**src/rtl/div_iter_sequencer_pkg.sv**
```systemverilog
// Shared types and sizing helpers for the divider iteration sequencer.
package div_pkg;

  localparam int DIV_XLEN = 32;

  typedef enum logic [1:0] {
    DIV_IDLE,
    DIV_RUN,
    DIV_DONE
  } div_state_e;

  function automatic int div_cnt_w(input int xlen);
    return $clog2(xlen + 1);
  endfunction

endpackage

```
**src/rtl/div_iter_sequencer_if.sv**
```systemverilog
// Issue-side and writeback-side signals of the divider iteration sequencer.
interface div_iter_sequencer_if #(
  parameter int CNT_W = div_pkg::div_cnt_w(div_pkg::DIV_XLEN)
);
  logic             start;
  logic [CNT_W-1:0] iter_req;
  logic             en;
  logic             flush;
  logic             out_ready;
  logic             in_ready;
  logic             busy;
  logic             step;
  logic             first;
  logic             last;
  logic [CNT_W-1:0] count;
  logic [CNT_W-1:0] iter_idx;
  logic             done_valid;

  modport master (
    output start, iter_req, en, flush, out_ready,
    input  in_ready, busy, step, first, last, count, iter_idx, done_valid
  );

  modport slave (
    input  start, iter_req, en, flush, out_ready,
    output in_ready, busy, step, first, last, count, iter_idx, done_valid
  );
endinterface

```
**src/rtl/div_iter_sequencer_step_counter.sv**
```systemverilog
// Loadable, enabled down-counter that saturates at zero; clear beats load beats decrement.
module div_step_counter #(
  parameter int W = 6
) (
  input  logic         clk,
  input  logic         reset,
  input  logic         clr_i,
  input  logic         load_i,
  input  logic [W-1:0] load_val_i,
  input  logic         dec_i,
  output logic [W-1:0] cnt_o,
  output logic         zero_o
);
  logic [W-1:0] cnt_q, cnt_d;

  always_comb begin
    cnt_d = cnt_q;
    if (clr_i) begin
      cnt_d = '0;
    end else if (load_i) begin
      cnt_d = load_val_i;
    end else if (dec_i && (cnt_q != '0)) begin
      cnt_d = cnt_q - W'(1);
    end
  end

  always_ff @(posedge clk or posedge reset) begin
    if (reset) begin
      cnt_q <= '0;
    end else begin
      cnt_q <= cnt_d;
    end
  end

  assign cnt_o  = cnt_q;
  assign zero_o = (cnt_q == '0);
endmodule

```
**src/rtl/div_iter_sequencer.sv**
```systemverilog
// Start/busy/done sequencer for the radix-2 divider: counts run-time iterations,
// honours stall and flush, and holds the result until writeback accepts it.
module div_iter_sequencer
  import div_pkg::*;
#(
  parameter int XLEN     = DIV_XLEN,
  parameter int CNT_W    = div_cnt_w(XLEN),
  parameter int MAX_ITER = XLEN
) (
  input logic                 clk,
  input logic                 reset,
  div_iter_sequencer_if.slave bus
);
  localparam logic [CNT_W-1:0] MAX_C = CNT_W'(MAX_ITER);

  div_state_e       state_q, state_d;
  logic [CNT_W-1:0] iter_idx_q, iter_idx_d;
  logic [CNT_W-1:0] n_clamp;
  logic [CNT_W-1:0] cnt;
  logic             cnt_zero;
  logic             busy, step, accept;

  assign n_clamp = (bus.iter_req > MAX_C) ? MAX_C : bus.iter_req;
  assign busy    = (state_q == DIV_RUN);
  assign step    = busy && bus.en;
  // A start coinciding with flush is dropped rather than queued.
  assign accept  = (state_q == DIV_IDLE) && bus.start && !bus.flush;

  always_comb begin
    state_d    = state_q;
    iter_idx_d = iter_idx_q;
    unique case (state_q)
      DIV_IDLE: begin
        if (bus.start) begin
          iter_idx_d = '0;
          state_d    = (n_clamp == '0) ? DIV_DONE : DIV_RUN;
        end
      end
      DIV_RUN: begin
        if (step) begin
          iter_idx_d = (iter_idx_q == MAX_C) ? MAX_C : iter_idx_q + CNT_W'(1);
          if (cnt_zero) begin
            state_d = DIV_DONE;
          end
        end
      end
      DIV_DONE: begin
        if (bus.out_ready) begin
          state_d = DIV_IDLE;
        end
      end
      default: state_d = DIV_IDLE;
    endcase
    if (bus.flush) begin
      state_d    = DIV_IDLE;
      iter_idx_d = '0;
    end
  end

  always_ff @(posedge clk or posedge reset) begin
    if (reset) begin
      state_q    <= DIV_IDLE;
      iter_idx_q <= '0;
    end else begin
      state_q    <= state_d;
      iter_idx_q <= iter_idx_d;
    end
  end

  div_step_counter #(.W(CNT_W)) u_count (
    .clk        (clk),
    .reset      (reset),
    .clr_i      (bus.flush),
    .load_i     (accept && (n_clamp != '0)),
    .load_val_i (n_clamp - CNT_W'(1)),
    .dec_i      (step),
    .cnt_o      (cnt),
    .zero_o     (cnt_zero)
  );

  assign bus.in_ready   = (state_q == DIV_IDLE);
  assign bus.busy       = busy;
  assign bus.step       = step;
  assign bus.first      = step && (iter_idx_q == '0);
  assign bus.last       = step && cnt_zero;
  assign bus.count      = cnt;
  assign bus.iter_idx   = iter_idx_q;
  assign bus.done_valid = (state_q == DIV_DONE);
endmodule

```
**src/flat_wrapper.sv**
```systemverilog
// flat-port wrapper written by rule: the top's interface ports become plain ports
module div_iter_sequencer_flat import div_pkg::*;
#(
  parameter int XLEN     = DIV_XLEN,
  parameter int CNT_W    = div_cnt_w(XLEN),
  parameter int MAX_ITER = XLEN
)
  (clk, reset, bus_start, bus_iter_req, bus_en, bus_flush, bus_out_ready, bus_in_ready, bus_busy, bus_step, bus_first, bus_last, bus_count, bus_iter_idx, bus_done_valid);
  div_iter_sequencer_if #(.CNT_W(CNT_W)) bus_i ();
  input logic clk;
  input logic reset;
  input wire logic [$bits(bus_i.start)-1:0] bus_start;
  input wire logic [$bits(bus_i.iter_req)-1:0] bus_iter_req;
  input wire logic [$bits(bus_i.en)-1:0] bus_en;
  input wire logic [$bits(bus_i.flush)-1:0] bus_flush;
  input wire logic [$bits(bus_i.out_ready)-1:0] bus_out_ready;
  output wire logic [$bits(bus_i.in_ready)-1:0] bus_in_ready;
  output wire logic [$bits(bus_i.busy)-1:0] bus_busy;
  output wire logic [$bits(bus_i.step)-1:0] bus_step;
  output wire logic [$bits(bus_i.first)-1:0] bus_first;
  output wire logic [$bits(bus_i.last)-1:0] bus_last;
  output wire logic [$bits(bus_i.count)-1:0] bus_count;
  output wire logic [$bits(bus_i.iter_idx)-1:0] bus_iter_idx;
  output wire logic [$bits(bus_i.done_valid)-1:0] bus_done_valid;
  assign bus_i.start = bus_start;
  assign bus_i.iter_req = bus_iter_req;
  assign bus_i.en = bus_en;
  assign bus_i.flush = bus_flush;
  assign bus_i.out_ready = bus_out_ready;
  assign bus_in_ready = bus_i.in_ready;
  assign bus_busy = bus_i.busy;
  assign bus_step = bus_i.step;
  assign bus_first = bus_i.first;
  assign bus_last = bus_i.last;
  assign bus_count = bus_i.count;
  assign bus_iter_idx = bus_i.iter_idx;
  assign bus_done_valid = bus_i.done_valid;
  div_iter_sequencer #(.XLEN(XLEN), .CNT_W(CNT_W), .MAX_ITER(MAX_ITER)) u_core (.clk(clk), .reset(reset), .bus(bus_i));
endmodule
```
**config.mk**
```make
export PLATFORM = sky130hd
export DESIGN_NAME = div_iter_sequencer_flat
export DESIGN_NICKNAME = d
export VERILOG_FILES = /design/src/rtl/div_iter_sequencer_pkg.sv /design/src/rtl/div_iter_sequencer_if.sv /design/src/rtl/div_iter_sequencer_step_counter.sv /design/src/rtl/div_iter_sequencer.sv /design/src/flat_wrapper.sv
export SDC_FILE = /design/constraint.sdc
export NUM_CORES = 1
export LEC_CHECK = 0
export ABC_AREA = 1
export BUFFER_PORTS_ARGS = -buffer_cell sky130_fd_sc_hd__clkbuf_2
export CAP_MARGIN = 10
export CORE_MARGIN = 1
export CORE_UTILIZATION = 51
export CTS_CLUSTER_DIAMETER = 120
export DETAILED_ROUTE_END_ITERATION = 8
export GPL_TIMING_DRIVEN = 0
export PLACE_DENSITY = 0.78
export REMOVE_ABC_BUFFERS = 1
export SYNTH_ARGS = -nofsm -noshare
export SYNTH_HDL_FRONTEND = slang
export SYNTH_SLANG_ARGS = --single-unit
```
**constraint.sdc**
```tcl
create_clock -name clk -period 2.1 [get_ports clk]
set_clock_uncertainty 0.15 [all_clocks]
set_input_delay 0.21 -clock clk [delete_from_list [all_inputs] [get_ports clk]]
set_output_delay 0.21 -clock clk [all_outputs]
set_load 0.05 [all_outputs]
```
Word level (Yosys, flattened, before mapping)
Cells that the tools add are included.
W data, S select, Z words.

cells by class
  muxes and demuxes = 16
  magnitude comparators = 1
  shifts and indexed selects = 0
  reductions and logical operators = 18
  multiply operators = 0
  div/mod/pow operators = 0
  eq/ne operators = 7
  bitwise operators = 0
  add/subtract/negate cells = 3

operators by type and width
  operator               count
  $mux W6                8
  $logic_not A6 Y1       3
  $mux W2                6
  $pmux W6 S2            1
  $reduce_bool A6 Y1     2
  $sub A6 B1 Y6 const B  2
  $ne A3 B3 Y1 const B   3
  $logic_and A1 B1 Y1    7
  $add A6 B1 Y6 const B  1
  $eq A6 B6 Y1 const B   1
  $gt A6 B6 Y1 const B   1
  $pmux W2 S3            1
  $reduce_bool A3 Y1     2
  $reduce_and A4 Y1      1
  $ne A3 B2 Y1 const B   1
  $reduce_and A3 Y1      1
  $eq A2 B1 Y1 const B   1
  $eq A2 B2 Y1 const B   1
  $logic_not A2 Y1       1
  $logic_not A1 Y1       1

word-level totals
  RAM bits = 0
  latch bits = 0
  output and inout bits = 18
  memory bits (read-only) = 0
  memories kept = 0
  word-level logic and storage cells = 48
  bits in registers = 14
  input bits = 12

Depth between registers and ports, before layout
Gate-level depths: netlist of the first run.

  depth in word-level cells = 7
  gate-level depth with buffers = 11
  mapped depth without buffers = 11

Hierarchy
A second synthesis of the first run with hierarchy kept.

second synthesis, totals
  cells, all modules = 175
  area total of the unflattened synthesis = 1172.4 µm²

by module, submodules not included
  module              times used  area each (µm²)  cells each  seq. area each (µm²)
  div_iter_sequencer  1           715.7            111         200.2
  div_step_counter    1           456.7            64          150.1

Worst setup path before layout of the first run
Ideal clock, no wire load.

  path type = register -> output
  start point = register u_core.state_q[0]
  end point = output bus_first
  data arrival time = 2.709 ns
  stages on the path, launching flop included = 7
  buffers on the path = 0
  required time = 1.740 ns
  setup slack = -0.969 ns
  cell sequence = dfrtp_1 > inv_2 > nor2_4 > inv_2 > nor2_4 > inv_1 > nor4_1

on the way
  word-level cells in the longest chain between the ends = 3

ends and longest elaborated chain
  item                      RTL line                  text
  start: declaration        div_iter_sequencer.sv:16  div_state_e state_q, state_d;
  start signal: assignment  div_iter_sequencer.sv:65  state_q <= state_d;
  $eq A2 B1 Y1              div_iter_sequencer.sv:24  assign busy = (state_q == DIV_RUN);
  via bus_busy              flat_wrapper.sv:18        output wire logic [$bits(bus_i.busy)-1:0] bus_busy;
  $logic_and A1 B1 Y1       div_iter_sequencer.sv:25  assign step = busy && bus.en;
  via bus_step              flat_wrapper.sv:19        output wire logic [$bits(bus_i.step)-1:0] bus_step;
  $logic_and A1 B1 Y1       div_iter_sequencer.sv:84  assign bus.first = step && (iter_idx_q == '0);
  end: declaration          flat_wrapper.sv:20        output wire logic [$bits(bus_i.first)-1:0] bus_first;

The timed path passes the listed nets, and every way through them passes these cells.

Worst setup path in the final report of the first run
  start point = register u_core.state_q[0]
  end point = output bus_first

on the way
  word-level cells in the longest chain between the ends = 3

ends and longest elaborated chain
  item                 RTL line
  $eq A2 B1 Y1         div_iter_sequencer.sv:24
  $logic_and A1 B1 Y1  div_iter_sequencer.sv:25
  $logic_and A1 B1 Y1  div_iter_sequencer.sv:84

Every way passes these cells.

==> results.json, run 1 <==
{
  "status": "complete, no violations",
  "fin_area_um2": 1300,
  "ir_worst_vdd_mv": 0.962,
  "yosysSeqAreaShare": 0.327,
  "synth_edf_count": 0,
  "fillCellCount": 192,
  "hold_viol": 0,
  "yosysUniqueCellTypes": 27,
  "cp.required_ns": 1.74,
  "ys_dominant_reg_cell": "dfrtp_1",
  "cp.arrival_ns": 1.65,
  "use_met2": 0.403,
  "cts_tree": "yes",
  "viasPerCell": 5.10,
  "grt_setup_unrepaired": "yes",
  "grt-busiest-layer": "met2",
  "vias": 1101,
  "grt_usage": 0.242,
  "start_kind": "flip-flop",
  "root_buffer": "clkbuf_4",
  "setup_viol": 0,
  "hp-start": "bus_out_ready",
  "avgRoutedWirePerCell_um": 11.7,
  "min_period_over_period": 0.957,
  "clkTransAtPathRegs_ns": 0.08,
  "insertion_delay_ns": 0.28,
  "syn_area_um2": 1070,
  "synth_top_area_cell": "dfrtp_1",
  "ys_top_cells_by_count": "nand2_1 (30), nor2_1 (23), inv_1 (22)",
  "layout-drive-gt1-share": 0.302,
  "yosysWarnings": 0,
  "antenna_left": 0,
  "async_reset_ff_frac": 1.00,
  "drc": 0,
  "fmax_mhz": 498,
  "numCtsBuffers": 3,
  "grt_max_degree": 15,
  "use_met3": 0.0566,
  "grt_pass1_vias": 936,
  "p_total_mw": 1.41,
  "end_kind": "output pin",
  "firstDrtPassIters": 4,
  "drtIter0Drc": 34,
  "period_minus_slack_ns": 2.01,
  "ys_ff_latch": 14,
  "p_per_area_nw_per_um2": 1080,
  "num_antenna_cells": 0,
  "final_util": 0.663,
  "antenna_found_initial": 0,
  "worstReg2RegStart": "u_core.state_q[0]",
  "slew_headroom": 0.650,
  "finalWirelength_um": 2530,
  "yosysTopAreaCellShare": 0.327,
  "grt_use_met1": 0.307,
  "num_rows": 16,
  "placed_cell_area_um2": 1250,
  "die_w_um": 47.8,
  "place_congestion": 0.913,
  "dpl.hpwl_um": 2050,
  "synthTopCellsByArea": "dfrtp_1 (33%), nand2_1 (11%), nor2_1 (8.1%)",
  "synth_most_common_cell": "nand2_1",
  "hold_path.class": "in2reg",
  "gr-total-overflow": 0,
  "io_pins": 30,
  "dieArea_um2": 2280,
  "area_delta_synth_final_pct": 21.5,
  "netlist_instances": 155,
  "start_util": 0.545,
  "design.core.area_um2": 1960,
  "layout.nets": 205,
  "crit_fanout": 4,
  "slew_viol_final": 0,
  "cts-htree-levels": 1,
  "grt_first_pass_wirelength_um": 3800,
  "post_cts_buffers": 0,
  "cts_sinks": 14,
  "io_buffers": 29,
  "tightest_slew_ns": 0.524,
  "leakagePower_nw": 0.679,
  "worstSetupPathType": "reg2out",
  "maxCapViolCount": 0,
  "die_h_um": 47.8,
  "worstSetupStartpoint": "u_core.state_q[0]",
  "cts_buffer_depth": 2,
  "avgSynthCellArea_um2": 6.90
}
[metrics by stage]
| stage | hold slack [ns] | TNS (ns) | worst slack [ns] | cells |
|---|---|---|---|---|
| 2_1_floorplan | -0.0508 | -1.14 | -0.969 | 155 |
| 3_3_place_gp | 0.101 | 0 | 0.209 | 211 |
| 3_5_place_dp | 0.106 | 0 | 0.101 | 211 |
| 4_1_cts | 0.154 | 0 | 0.0304 | 216 |
| 5_1_grt | 0.153 | -0.0812 | -0.0812 | 216 |
| 6_report | 0.155 | 0 | 0.0906 | 216 |
[worst paths after layout]
check / cells after the start / slack [ns] / to
hold / removal: 3 / 0.16 / u_core.state_q[1]
setup / recovery: 7 / 0.09 / bus_first
setup reg to reg: 10 / 0.14 / u_core.u_count.cnt_o[2]
max in group asynchronous: 3 / 1.11 / u_core.bus.iter_idx[2]
min in group asynchronous: 3 / 0.33 / u_core.u_count.cnt_o[3]
hold reg to reg: 2 / 0.41 / u_core.u_count.cnt_o[5]
[repair_timing]
item | in CTS | in global routing
resized for setup | 0 | 3
endpoints found under the setup margin | 0 | 2
hold buffers | 1 | 0
endpoints found under the hold margin | 14 | 0
[critical path, stage by stage (launching register included)]
cell	delay, ns
dfrtp_1	0.46
inv_2	0.09
nor2_4	0.13
inv_2	0.06
nor2_4	0.09
inv_1	0.06
nor4_1	0.19
clkbuf_4	0.29
[registers in the layout, indices dropped and copies added (netlist names)]
register and count:
u_core.bus.iter_idx 6, u_core.u_count.cnt_o 6, u_core.state_q 2
[layout by cell type, fill, tap and decap left out, drive strengths merged]
| master | count |
|---|---|
| a21oi | 11 |
| a31o | 1 |
| inv | 28 |
| nand4 | 3 |
| nand3 | 14 |
| nor4 | 2 |
| clkbuf | 33 |
| nand2 | 32 |
| nand3b | 1 |
| ha | 3 |
| dlygate4sd3 | 1 |
| o21ai | 10 |
| nor3 | 1 |
| clkinv | 1 |
| dfrtp | 14 |
| a211oi | 1 |
| xor2 | 2 |
| o22ai | 2 |
| nor2 | 29 |
[routing by layer]
metal,up-vias,wire [µm]
li1,570,-
met1,491,1140
met2,38,1210
met3,2,150
met4,0,19
met5,-,0
[area by class of cell]
type | instances | area (µm²) | area share
multi-input cells | 112 | 612 | 0.471
well taps | 27 | 33.8 | 0.0260
repair buffers | 30 | 158 | 0.121
clock buffers | 4 | 36.3 | 0.0279
inverters | 29 | 110 | 0.0847
flip-flops and latches | 14 | 350 | 0.269
[cells by family after synthesis]
| logic type | synth area share |
|---|---|
| buffers and inverters | 0.103 |
| AOI/OAI and AO/OA | 0.146 |
| and+or+nand+nor | 0.372 |
| adders and majority gates | 0.0351 |
| xor gates and xnor gates | 0.0164 |
| DFF | 0.327 |
[power breakdown]
part           leakage [nW]  internal (mW)  switching [mW]
Combinational         0.470          0.223           0.594
Sequential            0.188          0.327          0.0704
Clock                0.0210          0.106          0.0870
No activity file was read; power rests on OpenSTA's default activity.
==> run 2: changes to the inputs <==
Settings changed: ABC_AREA 1 to 0, CORE_MARGIN 1 to 5, CORE_UTILIZATION 51 to 50, SKIP_LAST_GASP from default to 1.
==> run 2 against run 1 <==
The flow now finishes with violations (negative setup slack); critical endpoint is now u_core.u_count.cnt_o[4]; sequential power down 14%; non-clock buffer count increased by 9; highest routed layer unchanged; largest cell class unchanged; maximum frequency down 11%; synthesized cell count down 21%.
==> results.json, run 2 <==
{
  "finalWirelength_um": 2930,
  "cts_sinks": 14,
  "async_reset_ff_frac": 1.00,
  "cts-htree-levels": 1,
  "io_pins": 30,
  "hold_path.class": "in2reg",
  "grt_pass1_vias": 1064,
  "final_util": 0.718,
  "synth_edf_count": 0,
  "gr-total-overflow": 0,
  "avgRoutedWirePerCell_um": 15.6,
  "ys_ff_latch": 14,
  "hp-start": "bus_en",
  "yosysWarnings": 0,
  "yosysTopAreaCellShare": 0.344,
  "syn_area_um2": 1020,
  "yosysSeqAreaShare": 0.344,
  "r2r_cells": 7,
  "grt_first_pass_wirelength_um": 4650,
  "hold_viol": 0,
  "status": "finished, violations left",
  "yosysUniqueCellTypes": 46,
  "place_congestion": 0.763,
  "setup_viol": 2,
  "vias": 1061,
  "layout-drive-gt1-share": 0.447,
  "grt_usage": 0.215,
  "drtIter0Drc": 38,
  "viasPerCell": 5.64,
  "ir_worst_vdd_mv": 0.570,
  "drc": 0,
  "die_w_um": 55.1,
  "violations": "negative setup slack",
  "layout.nets": 177,
  "worstSetupPathType": "reg2reg",
  "leakagePower_nw": 0.642,
  "cts_buffer_depth": 2,
  "design.core.area_um2": 1940,
  "slew_headroom": 0.547,
  "r2r_slack_ns": -0.16,
  "ys_top_cells_by_count": "dfrtp_1 (14), nor2_1 (13), o21ai_0 (12)",
  "dieArea_um2": 3040,
  "firstDrtPassIters": 4,
  "fin_tns_setup_ns": -0.304,
  "period_minus_slack_ns": 2.26,
  "start_kind": "flip-flop",
  "slew_viol_final": 0,
  "post-route-worst-setup-slack_ns": -0.157,
  "clkTransAtPathRegs_ns": 0.09,
  "dpl.hpwl_um": 1970,
  "min_period_over_period": 1.07,
  "grt_setup_unrepaired": "yes",
  "cp.required_ns": 2.16,
  "fin_area_um2": 1390,
  "mostFrequentLayoutCells": "clkbuf_2 (27), dfrtp_1 (12), nor2_1 (11), o21ai_0 (11)",
  "ys_dominant_reg_cell": "dfrtp_1",
  "grt_max_degree": 15,
  "cts_tree": "yes",
  "num_antenna_cells": 0,
  "tightest_slew_ns": 0.674,
  "antenna_left": 0,
  "io_buffers": 29,
  "r2r_end": "u_core.u_count.cnt_o[4]",
  "numCtsBuffers": 3,
  "maxCapViolCount": 0,
  "p_per_area_nw_per_um2": 803,
  "antenna_found_initial": 0,
  "p_total_mw": 1.12,
  "avgSynthCellArea_um2": 8.35,
  "placed_cell_area_um2": 1170,
  "synthTopCellsByArea": "dfrtp_1 (34%), o21ai_0 (5.9%), nor2_1 (4.8%)",
  "end_kind": "flip-flop",
  "num_rows": 16,
  "synth_most_common_cell": "dfrtp_1",
  "area_delta_synth_final_pct": 36.9,
  "root_buffer": "clkbuf_4",
  "pre_cts_ws_ns": -0.456,
  "worstReg2RegStart": "u_core.state_q[1]",
  "start_util": 0.524,
  "hold-path-endpoint": "u_core.state_q[0]",
  "final_common_cell": "clkbuf_2",
  "die_h_um": 55.1,
  "fmax_mhz": 443,
  "netlist_instances": 122,
  "crit_fanout": 4,
  "insertion_delay_ns": 0.28,
  "synth_top_area_cell": "dfrtp_1",
  "hold_depth": 3,
  "worstSetupStartpoint": "u_core.state_q[1]",
  "cp.arrival_ns": 2.32
}
==> run 2: cell count changes in the layout (fill, tap and decap cells not counted), moves of 4 or more <==
cell / delta
buf_4: +9
a21oi_1: -5
nor3_1: +4
inv_1: -15
nand2_1: -21
o21ai_1: -4
o21ai_0: +8
nor2_1: -11
==> run 2: how the worst max path moves through the flow <==
stage	endpoint	slack, ns	cells past startpoint
after global routing	u_core.u_count.cnt_o[2]	-0.24	8
after global placement	u_core.u_count.cnt_o[4]	-0.38	7
final	u_core.u_count.cnt_o[4]	-0.16	7
after CTS	u_core.u_count.cnt_o[4]	-0.15	7
after detailed placement	u_core.u_count.cnt_o[4]	-0.46	7
after floorplan	bus_first	-0.80	4
==> run 2: area by class of cell <==
| class | count | area, µm² |
|---|---|---|
| Tap cell | 27 | 33.8 |
| Clock buffer | 4 | 36.3 |
| Sequential cell | 14 | 353 |
| Inverter | 11 | 41.3 |
| Timing Repair Buffer | 39 | 239 |
| Fill cell | 163 | 548 |
| Multi-Input combinational cell | 93 | 691 |
==> run 2: power by group <==
| group | leakage [nW] | switching, mW | internal (mW) |
|---|---|---|---|
| Sequential | 0.188 | 0.0454 | 0.298 |
| Combinational | 0.433 | 0.366 | 0.215 |
| Clock | 0.0210 | 0.0895 | 0.105 |
==> run 2: critical path, stage by stage, from the launching register on <==
cell      delay, ns
dfrtp_2        0.42
or4b_4         0.56
a21o_4         0.23
a22oi_2        0.16
ha_2           0.20
o31a_1         0.17
o211ai_1       0.12
o211ai_2       0.18
==> run 2: kinds of logic after synthesis <==
logic type,Yosys count,share of synthesized area
muxes,3,0.0344
DFF,14,0.344
adders and majority gates,3,0.0369
buffers and inverters,15,0.0712
and+or+nand+nor,53,0.268
xor gates and xnor gates,1,0.00860
AOI/OAI and AO/OA,33,0.237
==> run 2: what timing repair did <==
item                                    4_1_cts  5_1_grt
endpoints found under the hold margin        14        0
endpoints found under the setup margin       11       13
hold buffers                                  1        0
pin swaps                                     9        7
gates cloned                                  0        0
gates resized for setup                      21       10
setup buffers                                 7        2
==> run 2: through the flow <==
step / hold WS, ns / instances
3_3_place_gp: 0.126 / 174
6_report: 0.102 / 188
3_5_place_dp: 0.112 / 174
5_1_grt: 0.0860 / 188
2_1_floorplan: -0.0508 / 118
4_1_cts: 0.0792 / 186
==> run 2: layer usage <==
metal / track usage / share of wire / routed length [µm]
met1: 0.242 / 0.41 / 1190
met4: 0.101 / 0.013 / 38
met2: 0.394 / 0.55 / 1600
met5: 0 / 0 / 0
met3: 0.0322 / 0.035 / 102
==> run 3: changes to the inputs <==
Settings changed: PLACE_DENSITY 0.78 to 0.75, TNS_END_PERCENT from default to 50.
==> run 3 against run 2 <==
The flow still finishes with violations (negative setup slack); die area did not move; core utilization is 1.5 points lower; worst hold slack got worse by 0.027 ns; via count up 2.1%; non-clock buffer count decreased by 2; sequential power hardly changed; combinational power fell by 7.1%; register-to-register slack improved by 0.02 ns; highest routed layer unchanged.
==> results.json, run 3 (synthesized netlist as in run 2, its figures left out) <==
{
  "status": "finished, violations left",
  "violations": "negative setup slack",
  "grt_first_pass_wirelength_um": 4510,
  "vias": 1083,
  "grt_usage": 0.212,
  "final_util": 0.703,
  "min_period_over_period": 1.06,
  "io_buffers": 29,
  "worstSetupPathType": "reg2reg",
  "place_congestion": 0.805,
  "maxCapViolCount": 0,
  "firstDrtPassIters": 4,
  "dieArea_um2": 3040,
  "layout-drive-gt1-share": 0.428,
  "end_kind": "flip-flop",
  "grt_setup_unrepaired": "yes",
  "hold_ws_ns": 0.0746,
  "io_pins": 30,
  "power_frac_comb": 0.498,
  "clkTransAtPathRegs_ns": 0.09,
  "stdcell_count": 186,
  "drtIter0Drc": 24,
  "antenna_left": 0,
  "viasPerCell": 5.82,
  "die_h_um": 55.1,
  "num_rows": 16,
  "hold_viol": 0,
  "cpMaxStageDelayCell": "or4b_4",
  "place_inst": 174,
  "period_minus_slack_ns": 2.23,
  "insertion_delay_ns": 0.28,
  "num_antenna_cells": 0,
  "design.core.area_um2": 1940,
  "mostFrequentLayoutCells": "clkbuf_2 (27), o21ai_0 (12), dfrtp_1 (12), nor2_1 (11)",
  "cts-htree-levels": 1,
  "root_buffer": "clkbuf_4",
  "crit_buf_inv": 0,
  "crit_chain": "or4b_4, a21o_4, a22oi_2, ha_2, o31a_1, o211ai_1, o211ai_2",
  "avgRoutedWirePerCell_um": 15.0,
  "start_util": 0.524,
  "gr-total-overflow": 0,
  "dpl.hpwl_um": 1920,
  "area_delta_synth_final_pct": 34.0,
  "final_common_cell": "clkbuf_2",
  "antenna_found_initial": 0,
  "fmax_mhz": 448,
  "numCtsBuffers": 3,
  "crit_fanout": 4,
  "hold_path.class": "in2reg",
  "cts_sinks": 14,
  "start_kind": "flip-flop",
  "p_per_area_nw_per_um2": 794,
  "leakagePower_nw": 0.630,
  "sequentialPowerShare": 0.317,
  "finalWirelength_um": 2790,
  "layout.nets": 175,
  "slew_viol_final": 0,
  "cp.required_ns": 2.17,
  "grt_pass1_vias": 1057,
  "p_switching_uw": 492,
  "tightest_slew_ns": 0.649,
  "critPathTopFamily": "compound AO/OA/AOI/OAI gates",
  "ir_worst_vdd_mv": 0.589,
  "intPower_uw": 593,
  "die_w_um": 55.1,
  "p_clk_frac": 0.185,
  "cp.arrival_ns": 2.30,
  "slew_headroom": 0.564,
  "drc": 0,
  "slowest_delay_ns": 0.56,
  "grt_max_degree": 15,
  "switching_share": 0.453,
  "setup_viol": 3,
  "cts_buffer_depth": 2,
  "post-route-worst-setup-slack_ns": -0.134,
  "cts_tree": "yes"
}
==> run 3: cell types whose count changed in the layout (fill, tap and decap cells not counted), sizes merged <==
cell | previous run | this run
buf | 11 | 7
clkbuf | 31 | 33
==> run 3: per-stage QoR <==
step           instance area, µm²  setup TNS, ns  total power, mW  setup slack (ns)
2_1_floorplan                 987          -4.43            0.678            -0.796
6_report                     1370         -0.217             1.08            -0.134
5_1_grt                      1370         -0.725             1.15            -0.185
3_3_place_gp                 1170          -1.13            0.774            -0.378
4_1_cts                      1340         -0.282             1.07            -0.150
3_5_place_dp                 1170          -1.39            0.784            -0.419
==> run 3: timing repair <==
action	in CTS	in global routing
endpoints found under the hold margin	14	0
gates resized for setup	19	5
setup buffers	7	0
pin swaps	9	4
hold buffers	1	0
endpoints found under the setup margin	11	11
==> run 3: tightest hold or removal path: stages <==
cell	delay, ns
clkbuf_2	0.11
nand3_1	0.07
a31oi_1	0.08
==> run 3: cell type report <==
type	instances	area, µm²
Clock buffer	4	36.3
Fill cell	160	577
Inverter	11	41.3
Multi-Input combinational cell	93	682
Sequential cell	14	353
Tap cell	27	33.8
Timing Repair Buffer	37	219
==> run 3: path summary, 6_finish.rpt <==
| check | start | cells after the start | to | slack, ns |
|---|---|---|---|---|
| worst max-delay path | u_core.state_q[1] | 7 | u_core.u_count.cnt_o[4] | -0.13 |
| worst min-delay path | bus_iter_req[2] | 3 | u_core.u_count.cnt_o[2] | 0.07 |
| worst max register to register | u_core.state_q[1] | 7 | u_core.u_count.cnt_o[4] | -0.13 |
| worst min register to register | u_core.bus.iter_idx[4] | 1 | u_core.bus.iter_idx[4] | 0.42 |
| max in group asynchronous | reset | 3 | u_core.state_q[1] | 1.05 |
| min in group asynchronous | reset | 3 | u_core.u_count.cnt_o[2] | 0.35 |
==> run 3: metal layers <==
| layer | GRT usage | up-vias | wire, µm |
|---|---|---|---|
| met3 | 0.0483 | 14 | 169 |
| met4 | 0.178 | 0 | 138 |
| li1 | - | 514 | - |
| met1 | 0.228 | 511 | 1140 |
| met5 | 0 | - | 0 |
| met2 | 0.350 | 44 | 1340 |
==> run 3: power groups by stage <==
stage          registers (mW)  clock network (mW)  logic (mW)
2_1_floorplan           0.416                   0       0.263
3_3_place_gp            0.345                   0       0.429
3_5_place_dp            0.347                   0       0.437
4_1_cts                 0.339               0.208       0.520
5_1_grt                 0.348               0.222       0.580
6_report                0.343               0.201       0.540
